==> src/rtl/mm_spart_pkg.sv <==
// Shared constants and types for the memory-mapped SPART: register offsets,
// FSM state encodings and the divisor floor.
package mm_spart_pkg;

    localparam int unsigned REG_W = 16;

    localparam logic [REG_W-1:0] OFF_DATA    = 16'd0;
    localparam logic [REG_W-1:0] OFF_STATUS  = 16'd1;
    localparam logic [REG_W-1:0] OFF_DIVISOR = 16'd2;

    localparam logic [REG_W-1:0] MIN_DIV = 16'd16;

    typedef enum logic [1:0] {
        TX_IDLE,
        TX_START,
        TX_DATA,
        TX_STOP
    } tx_state_t;

    typedef enum logic [1:0] {
        RX_IDLE,
        RX_START,
        RX_DATA,
        RX_STOP
    } rx_state_t;

    // Divisors below the floor are clamped so the half-bit sample point stays meaningful.
    function automatic logic [REG_W-1:0] eff_div(input logic [REG_W-1:0] d);
        return (d < MIN_DIV) ? MIN_DIV : d;
    endfunction

endpackage

==> src/rtl/spart_fifo.sv <==
// Synchronous FIFO with registered count/full/empty; a pop on empty is ignored and
// a push on full is accepted only when a pop frees a slot in the same cycle.
module spart_fifo #(
    parameter int unsigned DEPTH = 8,
    parameter int unsigned WIDTH = 8
) (
    input  logic                         clk,
    input  logic                         rst_n,
    input  logic                         push,
    input  logic                         pop,
    input  logic [WIDTH-1:0]             wdata,
    output logic [WIDTH-1:0]             head_c,
    output logic                         full,
    output logic                         empty,
    output logic [$clog2(DEPTH+1)-1:0]   count
);

    localparam int unsigned CNT_W = $clog2(DEPTH + 1);
    localparam int unsigned PTR_W = (DEPTH > 1) ? $clog2(DEPTH) : 1;

    logic [WIDTH-1:0] mem [DEPTH];
    logic [PTR_W-1:0] wr_ptr;
    logic [PTR_W-1:0] rd_ptr;
    logic [CNT_W-1:0] count_next;
    logic             do_push;
    logic             do_pop;

    function automatic logic [PTR_W-1:0] ptr_inc(input logic [PTR_W-1:0] p);
        return (32'(p) == DEPTH - 1) ? '0 : p + PTR_W'(1);
    endfunction

    assign do_pop  = pop && !empty;
    assign do_push = push && (!full || do_pop);
    assign head_c  = mem[rd_ptr];

    always_comb begin
        count_next = count;
        if (do_push && !do_pop) begin
            count_next = count + CNT_W'(1);
        end else if (do_pop && !do_push) begin
            count_next = count - CNT_W'(1);
        end
    end

    // Storage needs no reset; validity is tracked by the pointers and count.
    always_ff @(posedge clk) begin
        if (do_push) begin
            mem[wr_ptr] <= wdata;
        end
    end

    always_ff @(posedge clk or negedge rst_n) begin
        if (!rst_n) begin
            wr_ptr <= '0;
            rd_ptr <= '0;
            count  <= '0;
            full   <= 1'b0;
            empty  <= 1'b1;
        end else begin
            if (do_push) wr_ptr <= ptr_inc(wr_ptr);
            if (do_pop)  rd_ptr <= ptr_inc(rd_ptr);
            count <= count_next;
            full  <= (count_next == CNT_W'(DEPTH));
            empty <= (count_next == '0);
        end
    end

endmodule

==> src/rtl/mm_spart.sv <==
// Memory-mapped SPART: three-register CPU window over TX/RX byte FIFOs, an 8N1
// transmitter and a receiver with synchronizer, framing and overrun detection.
module mm_spart
    import mm_spart_pkg::*;
#(
    parameter logic [15:0] BASE_ADDR  = 16'hC004,
    parameter int unsigned FIFO_DEPTH = 8,
    parameter logic [15:0] DB_RESET   = 16'd434
) (
    input  logic        clk,
    input  logic        rst_n,
    input  logic [15:0] addr,
    input  logic        mm_re,
    input  logic        mm_we,
    input  logic [15:0] wdata,
    output logic [15:0] rdata,
    output logic        TX,
    input  logic        RX
);

    localparam int unsigned CNT_W = $clog2(FIFO_DEPTH + 1);
    localparam logic [15:0] ADDR_DATA    = BASE_ADDR + OFF_DATA;
    localparam logic [15:0] ADDR_STATUS  = BASE_ADDR + OFF_STATUS;
    localparam logic [15:0] ADDR_DIVISOR = BASE_ADDR + OFF_DIVISOR;

    logic sel_data, sel_status, sel_div;
    logic rd_status, wr_data, wr_div;
    logic [15:0] divisor;

    logic             tx_push, tx_pop, tx_full, tx_empty;
    logic [7:0]       tx_head;
    logic [CNT_W-1:0] tx_count, tx_free;

    logic             rx_push, rx_pop, rx_full, rx_empty;
    logic [7:0]       rx_head;
    logic [CNT_W-1:0] rx_count;

    logic frame_err, overrun, fe_set, ov_set;

    assign sel_data   = (addr == ADDR_DATA);
    assign sel_status = (addr == ADDR_STATUS);
    assign sel_div    = (addr == ADDR_DIVISOR);
    assign rd_status  = mm_re && sel_status;
    assign wr_data    = mm_we && sel_data;
    assign wr_div     = mm_we && sel_div;
    assign rx_pop     = mm_re && sel_data && !rx_empty;
    assign tx_push    = wr_data && (!tx_full || tx_pop);
    assign tx_free    = CNT_W'(FIFO_DEPTH) - tx_count;
    assign ov_set     = rx_push && rx_full && !rx_pop;

    always_comb begin
        rdata = '0;
        if (mm_re) begin
            if (sel_data && !rx_empty) begin
                rdata = {8'h00, rx_head};
            end else if (sel_status) begin
                rdata = {6'b0, frame_err, overrun, 4'(tx_free), 4'(rx_count)};
            end else if (sel_div) begin
                rdata = divisor;
            end
        end
    end

    // Divisor register and sticky error flags; a new error outranks the read-clear.
    always_ff @(posedge clk or negedge rst_n) begin
        if (!rst_n) begin
            divisor   <= DB_RESET;
            frame_err <= 1'b0;
            overrun   <= 1'b0;
        end else begin
            if (wr_div) divisor <= wdata;
            if (fe_set)         frame_err <= 1'b1;
            else if (rd_status) frame_err <= 1'b0;
            if (ov_set)         overrun <= 1'b1;
            else if (rd_status) overrun <= 1'b0;
        end
    end

    spart_fifo #(.DEPTH(FIFO_DEPTH), .WIDTH(8)) u_tx_fifo (
        .clk    (clk),
        .rst_n  (rst_n),
        .push   (tx_push),
        .pop    (tx_pop),
        .wdata  (wdata[7:0]),
        .head_c (tx_head),
        .full   (tx_full),
        .empty  (tx_empty),
        .count  (tx_count)
    );

    logic [7:0] rx_shift;

    spart_fifo #(.DEPTH(FIFO_DEPTH), .WIDTH(8)) u_rx_fifo (
        .clk    (clk),
        .rst_n  (rst_n),
        .push   (rx_push),
        .pop    (rx_pop),
        .wdata  (rx_shift),
        .head_c (rx_head),
        .full   (rx_full),
        .empty  (rx_empty),
        .count  (rx_count)
    );

    // ---------------- transmitter ----------------
    tx_state_t   tx_state, tx_state_next;
    logic [15:0] tx_div, tx_div_next, tx_cnt, tx_cnt_next;
    logic [2:0]  tx_bit, tx_bit_next;
    logic [7:0]  tx_shift, tx_shift_next;
    logic        tx_line, tx_line_next;

    always_ff @(posedge clk or negedge rst_n) begin
        if (!rst_n) begin
            tx_state <= TX_IDLE;
            tx_div   <= DB_RESET;
            tx_cnt   <= '0;
            tx_bit   <= '0;
            tx_shift <= '0;
            tx_line  <= 1'b1;
        end else begin
            tx_state <= tx_state_next;
            tx_div   <= tx_div_next;
            tx_cnt   <= tx_cnt_next;
            tx_bit   <= tx_bit_next;
            tx_shift <= tx_shift_next;
            tx_line  <= tx_line_next;
        end
    end

    // Line value is computed one cycle ahead so TX comes straight from a flop.
    always_comb begin
        tx_state_next = tx_state;
        tx_div_next   = tx_div;
        tx_cnt_next   = tx_cnt + 16'd1;
        tx_bit_next   = tx_bit;
        tx_shift_next = tx_shift;
        tx_line_next  = tx_line;
        tx_pop        = 1'b0;
        case (tx_state)
            TX_IDLE: begin
                tx_cnt_next  = '0;
                tx_line_next = 1'b1;
                if (!tx_empty) begin
                    tx_pop        = 1'b1;
                    tx_state_next = TX_START;
                    tx_div_next   = eff_div(divisor);
                    tx_shift_next = tx_head;
                    tx_line_next  = 1'b0;
                end
            end
            TX_START: begin
                if (tx_cnt == tx_div - 16'd1) begin
                    tx_cnt_next   = '0;
                    tx_bit_next   = '0;
                    tx_line_next  = tx_shift[0];
                    tx_state_next = TX_DATA;
                end
            end
            TX_DATA: begin
                if (tx_cnt == tx_div - 16'd1) begin
                    tx_cnt_next = '0;
                    if (tx_bit == 3'd7) begin
                        tx_line_next  = 1'b1;
                        tx_state_next = TX_STOP;
                    end else begin
                        tx_bit_next   = tx_bit + 3'd1;
                        tx_shift_next = {1'b0, tx_shift[7:1]};
                        tx_line_next  = tx_shift[1];
                    end
                end
            end
            TX_STOP: begin
                if (tx_cnt == tx_div - 16'd1) begin
                    tx_cnt_next   = '0;
                    tx_state_next = TX_IDLE;
                end
            end
            default: tx_state_next = TX_IDLE;
        endcase
    end

    assign TX = tx_line;

    // ---------------- receiver ----------------
    logic rx_meta, rx_sync, rx_prev, rx_fall;

    always_ff @(posedge clk or negedge rst_n) begin
        if (!rst_n) begin
            rx_meta <= 1'b1;
            rx_sync <= 1'b1;
            rx_prev <= 1'b1;
        end else begin
            rx_meta <= RX;
            rx_sync <= rx_meta;
            rx_prev <= rx_sync;
        end
    end

    assign rx_fall = rx_prev && !rx_sync;

    rx_state_t   rx_state, rx_state_next;
    logic [15:0] rx_div, rx_div_next, rx_cnt, rx_cnt_next;
    logic [2:0]  rx_bit, rx_bit_next;
    logic [7:0]  rx_shift_next;

    always_ff @(posedge clk or negedge rst_n) begin
        if (!rst_n) begin
            rx_state <= RX_IDLE;
            rx_div   <= DB_RESET;
            rx_cnt   <= '0;
            rx_bit   <= '0;
            rx_shift <= '0;
        end else begin
            rx_state <= rx_state_next;
            rx_div   <= rx_div_next;
            rx_cnt   <= rx_cnt_next;
            rx_bit   <= rx_bit_next;
            rx_shift <= rx_shift_next;
        end
    end

    // Start bit is checked mid-bit; data and stop are then sampled a full period apart.
    always_comb begin
        rx_state_next = rx_state;
        rx_div_next   = rx_div;
        rx_cnt_next   = rx_cnt + 16'd1;
        rx_bit_next   = rx_bit;
        rx_shift_next = rx_shift;
        rx_push       = 1'b0;
        fe_set        = 1'b0;
        case (rx_state)
            RX_IDLE: begin
                rx_cnt_next = '0;
                if (rx_fall) begin
                    rx_div_next   = eff_div(divisor);
                    rx_state_next = RX_START;
                end
            end
            RX_START: begin
                if (rx_cnt == (rx_div >> 1) - 16'd1) begin
                    rx_cnt_next = '0;
                    rx_bit_next = '0;
                    rx_state_next = rx_sync ? RX_IDLE : RX_DATA;
                end
            end
            RX_DATA: begin
                if (rx_cnt == rx_div - 16'd1) begin
                    rx_cnt_next   = '0;
                    rx_shift_next = {rx_sync, rx_shift[7:1]};
                    if (rx_bit == 3'd7) begin
                        rx_state_next = RX_STOP;
                    end else begin
                        rx_bit_next = rx_bit + 3'd1;
                    end
                end
            end
            RX_STOP: begin
                if (rx_cnt == rx_div - 16'd1) begin
                    rx_cnt_next   = '0;
                    rx_state_next = RX_IDLE;
                    rx_push       = rx_sync;
                    fe_set        = !rx_sync;
                end
            end
            default: rx_state_next = RX_IDLE;
        endcase
    end

endmodule

==> config.mk <==
export PLATFORM = sky130hd
export DESIGN_NAME = mm_spart
export DESIGN_NICKNAME = d
export VERILOG_FILES = /design/src/rtl/mm_spart_pkg.sv /design/src/rtl/spart_fifo.sv /design/src/rtl/mm_spart.sv
export SDC_FILE = /design/constraint.sdc
export NUM_CORES = 1
export LEC_CHECK = 0
export CAP_MARGIN = 40
export CORE_MARGIN = 2
export CORE_UTILIZATION = 30
export CTS_BUF_LIST = sky130_fd_sc_hd__clkbuf_2 sky130_fd_sc_hd__clkbuf_4 sky130_fd_sc_hd__clkbuf_8
export CTS_CLUSTER_DIAMETER = 200
export DETAILED_ROUTE_END_ITERATION = 16
export GPL_TIMING_DRIVEN = 0
export SYNTH_ARGS = -nofsm -noshare
export SYNTH_HDL_FRONTEND = slang
export SYNTH_SLANG_ARGS = --single-unit
==> constraint.sdc <==
create_clock -name clk -period 4.85 [get_ports clk]
set_clock_uncertainty 0.1 [all_clocks]
set_input_delay 0.485 -clock clk [delete_from_list [all_inputs] [get_ports clk]]
set_output_delay 0.485 -clock clk [all_outputs]
set_load 0.03 [all_outputs]
## Word-level counts from Yosys, hierarchy flattened

Memories as Yosys holds them, arrays and structs flattened.
Index checks and enable logic that the tools add are counted.

| storage, ports and cells | value |
|---|---|
| input port bits | 37 |
| bits in writable memories | 128 |
| output and inout bits | 17 |
| flip-flop bits (word level) | 136 |
| memories kept | 2 |

| operators by class | value |
|---|---|
| add/sub/neg operators | 16 |
| eq/ne operators | 32 |
| muxes and demuxes | 61 |
| order comparisons | 1 |
| reduce and logical (&&, ||, !) cells | 52 |
| bitwise logic cells | 1 |

Memories:

| name | depth | bits a word | rd ports | clocked after Yosys merged registers in | write ports | line | source |
|---|---|---|---|---|---|---|---|
| u_rx_fifo.mem | 8 | 8 | 1 | 0 | 1 | spart_fifo.sv:21 | `logic [WIDTH-1:0] mem [DEPTH];` |
| u_tx_fifo.mem | 8 | 8 | 1 | 0 | 1 | spart_fifo.sv:21 |  |

Operators with widths:

| cell | number |
|---|---|
| 16-bit two-way mux | 8 |
| 16-bit equality test | 3 |
| 16-bit equality test, second input constant | 3 |
| 16-bit case mux with 3 select lines | 1 |
| 16-bit by 1-bit adder with 16-bit output, second input constant | 2 |
| 16-bit case mux with 2 select lines | 1 |
| 16-bit by 1-bit subtractor with 16-bit output, second input constant | 2 |
| 3-bit two-way mux | 10 |
| 8-bit two-way mux | 3 |
| 2-bit != test, second input constant | 12 |
| 2-bit two-way mux | 11 |
| 3-bit by 1-bit adder with 3-bit output, second input constant | 6 |
| 3-bit equality test, second input constant | 6 |
| 1-bit logical AND | 18 |
| 1-bit two-way mux | 17 |
| 16-bit by 5-bit < comparator with 1-bit output, second input constant | 1 |
| 4-bit two-way mux | 4 |
| 2-bit case mux with 4 select lines | 2 |
| 8-bit case mux with 2 select lines | 1 |
| 15-bit by 1-bit subtractor with 16-bit output, second input constant | 1 |
| 3-bit case mux with 2 select lines | 2 |
| 4-bit AND reduction | 3 |
| 1-bit zero test | 10 |
| 5-bit AND reduction | 2 |
| 17 further kinds | 34 |

## Longest topological paths before layout

Gate-level depths: netlist of run 1.

| depth | value |
|---|---|
| word-level depth | 11 |
| depth in mapped cells | 13 |
| gate-level depth less buffers | 10 |

## Modules after synthesis

Synthesis of run 1 repeated with hierarchy kept, for this count alone.

| unflattened totals | value |
|---|---|
| cell total of the unflattened synthesis | 1078 |
| area total of the unflattened synthesis | 13233.9 um2 |

Modules (own cells, without submodules):

| module | cells an instance | instances | seq. area each (um2) | area each (um2) |
|---|---|---|---|---|
| mm_spart | 757 | 1 | 2826.5 | 6916.6 |
| spart_fifo (u_tx_fifo) | 167 | 1 | 2223.4 | 3210.6 |
| spart_fifo (u_rx_fifo) | 154 | 1 | 2223.4 | 3106.7 |

## Worst setup path before layout of run 1

OpenSTA, ideal clock, no wires.

| timing | value |
|---|---|
| kind | register to register |
| start | register rx_div[1] |
| end | memory u_rx_fifo.mem[0][0] (enable) |
| cell stages (with the launch flop) | 11 |
| setup time | 383 ps |
| required time | 4367 ps |
| slack | 1247 ps |
| period minus slack after synthesis | 3603 ps |
| buffers on the path | 0 |
| data arrival time | 3120 ps |
| cells stage by stage | dfstp_2 inv_1 ha_1 nor4b_4 xnor2_1 a2111oi_4 o2111ai_2 nor4_1 and2_1 nand2b_1 nor3_1 |

| on the way | value |
|---|---|
| longest elaborated chain between the ends | 7 |

RTL lines:

| element | line | source |
|---|---|---|
| start, declared | mm_spart.sv:202 | `logic [15:0] rx_div, rx_div_next, rx_cnt, rx_cnt_next;` |
| start signal, assigned | mm_spart.sv:215 | `rx_div <= rx_div_next;` |
| 16-bit by 1-bit subtractor with 16-bit output | mm_spart.sv:258 | `if (rx_cnt == rx_div - 16'd1) begin` |
| 16-bit equality test | mm_spart.sv:258 |  |
| 1-bit two-way mux | mm_spart.sv:258 |  |
| 1-bit two-way mux | mm_spart.sv:231 | `case (rx_state)` |
| 1-bit logical AND | spart_fifo.sv:33 | `assign do_push = push && (!full \|\| do_pop);` |
| 1-bit two-way mux | spart_fifo.sv:47 | `if (do_push) begin` |
| 1-bit two-way mux (not written as such) | spart_fifo.sv:48 | `mem[wr_ptr] <= wdata;` |
| end, declared | spart_fifo.sv:21 |  |

No other way between the ends.

## Worst setup path after layout of run 1

| timing | value |
|---|---|
| start | register rx_div[2] |
| end | memory u_rx_fifo.mem[1][1] (enable) |

The elaborated chain is that of the path after synthesis.

==> results of run 1 <==
-- cells in the mapped netlist (all sizes together), types with 17 or more instances --
| library cell | n |
|---|---|
| edfxtp | 128 |
| nor2b | 18 |
| mux2i | 18 |
| mux2 | 36 |
| nand2b | 17 |
| xor2 | 40 |
| dfstp | 21 |
| nand2 | 135 |
| mux4 | 32 |
| nor2 | 88 |
| nor3 | 21 |
| clkbuf | 36 |
| o21ai | 25 |
| xnor2 | 53 |
| dfrtp | 115 |
| nand3 | 36 |
| inv | 26 |
| ha | 25 |
-- layout make-up --
type,instances,area [um^2]
timing repair buffer,72,688
sequential,264,7270
clock buffer,65,788
inverter,26,97.6
antenna,2,5.00
multi-input combinational,733,5490
fill,4302,27600
clock inverter,15,128
buffer,51,220
tap,585,732
-- per-layer routing --
metal	global-route usage, %	vias up	part of all wire (%)
met2	21.9	202	47
met4	4.49	0	2.6
li1	-	4160	-
met5	0	-	0
met1	17.8	4299	45
met3	3.13	55	5.7
-- registers in the layout (all words and copies together) (netlist names), 8 cells and up, named ones only --
name           flops
u_tx_fifo.mem     64
rx_div            16
divisor           16
tx_shift           8
u_rx_fifo.mem     64
tx_div            16
rx_cnt            16
tx_cnt            16
rx_shift           8
-- logic make-up (layout without fill, tap and decap cells) --
kind of cell	Yosys count	count (layout)
adders and majority gates	25	25
AOI/OAI and AO/OA	107	107
xor gates and xnor gates	94	94
DFF	264	264
other	0	2
buffers and inverters	77	229
muxes	86	86
and+or+nand+nor	421	421
-- report_power, final --
part	switching, uW	internal (uW)
Sequential	135	2500
Combinational	821	642
Clock	889	1150
Total	1840	4290
-- what timing repair did --
item | 4_1_cts | 5_1_grt
hold endpoints to repair | 58 | 0
gates resized for setup | 0 | 4
hold buffers | 1 | 0
setup endpoints to repair | 0 | 3
-- worst max-delay path, cell delays in order (launching register included) --
cell       delay, ps
dfrtp_1          470
inv_1             90
ha_1             310
nor4b_4          360
xnor2_1          180
a2111oi_4        380
o2111ai_2        270
nor4_1           550
and2_1           300
nand2_1          140
nor3_1           640
buf_2            310
-- per-stage QoR --
stage,std cells,hold slack [ps]
2_1_floorplan,1074,89.4
3_3_place_gp,1712,246
3_5_place_dp,1730,247
4_1_cts,1811,212
5_1_grt,1811,222
6_report,1813,236
-- path summary, 6_finish.rpt --
kind,start,endpoint,slack (ps)
setup / recovery,rx_div[2],u_rx_fifo.mem[1][1],410
hold / removal,RX,rx_meta,240
setup reg to reg,rx_div[2],u_rx_fifo.mem[1][1],410
hold reg to reg,rx_meta,rx_sync,250
max in group asynchronous,rst_n,tx_div[1],3420
min in group asynchronous,rst_n,rx_div[0],430
==> impl.org, run 1 <==
** Power and ir drop
- The design draws 6130 uW.
- Static leakage :: 0.00608 uW
- Across the VDD grid, the largest voltage drop is 0.255 mV.
- In this run the power density over the cells is 398 mW/mm^2.

** Global routing
- The via count of the first global-routing pass came to between 8000 and 9000.
- The first global-routing pass estimated 48000 um of wire.
- The initial antenna violation count is 2.
- Global-route usage over all layers :: 13.5%
- Entering global routing, the biggest net connects 70 pins.
- After global routing the overflow that remains totals 0.

** Die
- The core region is about 0.043 mm^2.
- In this run the vertical extent of the chip is 213 um.
- Area of the die :: 0.0452 mm^2
- For this configuration, the core starts out at a cell density of 30.4%.
- Measured along the x axis, the die boundary spans 213 um.
- The floorplan has 76 rows.
- I/O pin count :: 54

** Synthesis
- By area the synthesized netlist is led by edfxtp_1 (29%), dfrtp_1 (22%), mux4_2 (5.5%).
- Among all flip-flop cells after synthesis, the most frequent one is edfxtp_1.
- Synthesis produced a netlist whose cell count is 1074.
- When the netlist entered floorplanning its net count stood at 1136.
- Distinct cell type count of the synthesized netlist :: 80
- Synthesized-area fraction occupied by adder cells :: 2.40%
- The synthesized netlist devotes 6.48% of its cell area to XOR and XNOR gates.
- Synth area leader :: edfxtp_1
- The portion of synthesized area spent on multiplexers is 10.0%.
- Count of yosys warnings during synthesis :: 0
- Post-synthesis instance area :: 0.0131 mm^2
- Proportion of netlist area held by the largest area contributor :: 29.4%
- Mean area per synthesized cell :: 12.2 um^2
- Number of enable flip-flop cells after synthesis :: 128
- Sequential cell area fraction in the yosys report :: 55.7%
- Of the total synthesized cell area, the portion taken by AND, OR, NAND and NOR gates is between 15 and 20%.
- Post-synthesis async set-or-reset flop share :: 51.5%
- After synthesis, the largest family of logic cells by area is simple AND/OR/NAND/NOR gates.
- Summing the areas of all compound-gate instances in the mapped netlist gives about 6.4% of the synthesized area.
- Synthesis inferred 264 register bits.

** Timing
- For the finished layout, the period the worst path requires is ~4400 ps.
- The final count of hold timing violations was 0.
- Measured against its own limit, the worst slew margin works out to 42.7%.
- In the post-route analysis, the smallest setup slack over all paths is 407 ps.
- Tcrit/Tclk final :: between 90% and 100%
- Setup repair after global routing missed its margin :: no
- At the pin with the least slew margin, the transition time is approximately 850 ps.
- Setup total negative slack on the finished layout was measured at 0 ps.
- Timing would allow up to 225 MHz.
- Setup violations remaining at the end of the flow were counted as 0.
- The final max-slew violation count was 0.

** Min path
- In this run the worst hold path is classified as input port to flip-flop.
- Worst hold path cell count :: 1

** Drt
- In the routed design, unresolved DRC markers number 0.
- Dividing the detail-routed wire length by the instance count gives 16.4 um.
- The detailed router finished its first iteration with about 460 violations.
- The count of nets left with antenna violations once routing finished came out at 0.
- Via-to-Cell Ratio :: 4.81
- The routed layout has 8716 vias.
- The routed design has 29700 um of wire.
- Pre-antenna DRT Iters :: 5

** Layout
- In the layout the commonest cells are nand2_1 (135), edfxtp_1 (128), dfrtp_1 (115).
- Leading cell type in the layout, fill and taps excluded :: nand2_1
- Final non-filler cell area :: 0.0154 mm^2
- Ratio of cells with drive above 1 in the final layout :: 17.6%
- Total Nets Final :: 1254
- Layout area overhead :: 18.1%
- Final core utilization :: 35.9%

** Clock tree
- Clock tree synthesis found a total of between 200 and 300 sinks.
- Setup Fix Bufs, Post-CTS :: 0
- The cell sitting at the root of the clock tree is a clkbuf_8.
- In this run the deepest clock path goes through 3 buffers.
- At the later pin of the worst-skew pair, clock insertion delay measures 570 ps.
- CTS tree :: yes
- Clock-pin slew was measured on the worst setup and hold paths at 60 ps.
- Total clock buffers created by CTS :: 44
- H-Tree Level Count :: 2

** Placement
- After detailed placement, the total cell area comes to 0.0145 mm^2.
- Final GP Congestion :: approximately 0.8
- Detailed placement ended at an HPWL of 21200 um.
- Placement-stage worst setup slack :: around 270 ps
- The count of buffers added on input and output ports is 53.

** Critical path
- Type of the setup path with the least slack :: flip-flop to flip-flop
- Critical path data required time :: 4990 ps
- For the worst flop-to-flop path, the logic depth is 11.
- The worst setup path is launched from a flip-flop.
- Data on the critical path arrives at its endpoint at 4580 ps.
- CP endpoint kind :: flip-flop
- Along the worst path, the maximum fanout reaches 8.

** Job
- Max-cap violations in this run came to 0.

** Status
- Run status :: complete, no violations
Note: power is estimated with default switching activity, not from simulation.
==> inputs of run 2 (changes only) <==
- ABC_CLOCK_PERIOD_IN_PS: default -> 4850
==> results of run 2 <==
The final DEF is identical to that of run 1; final timing and power are the same.
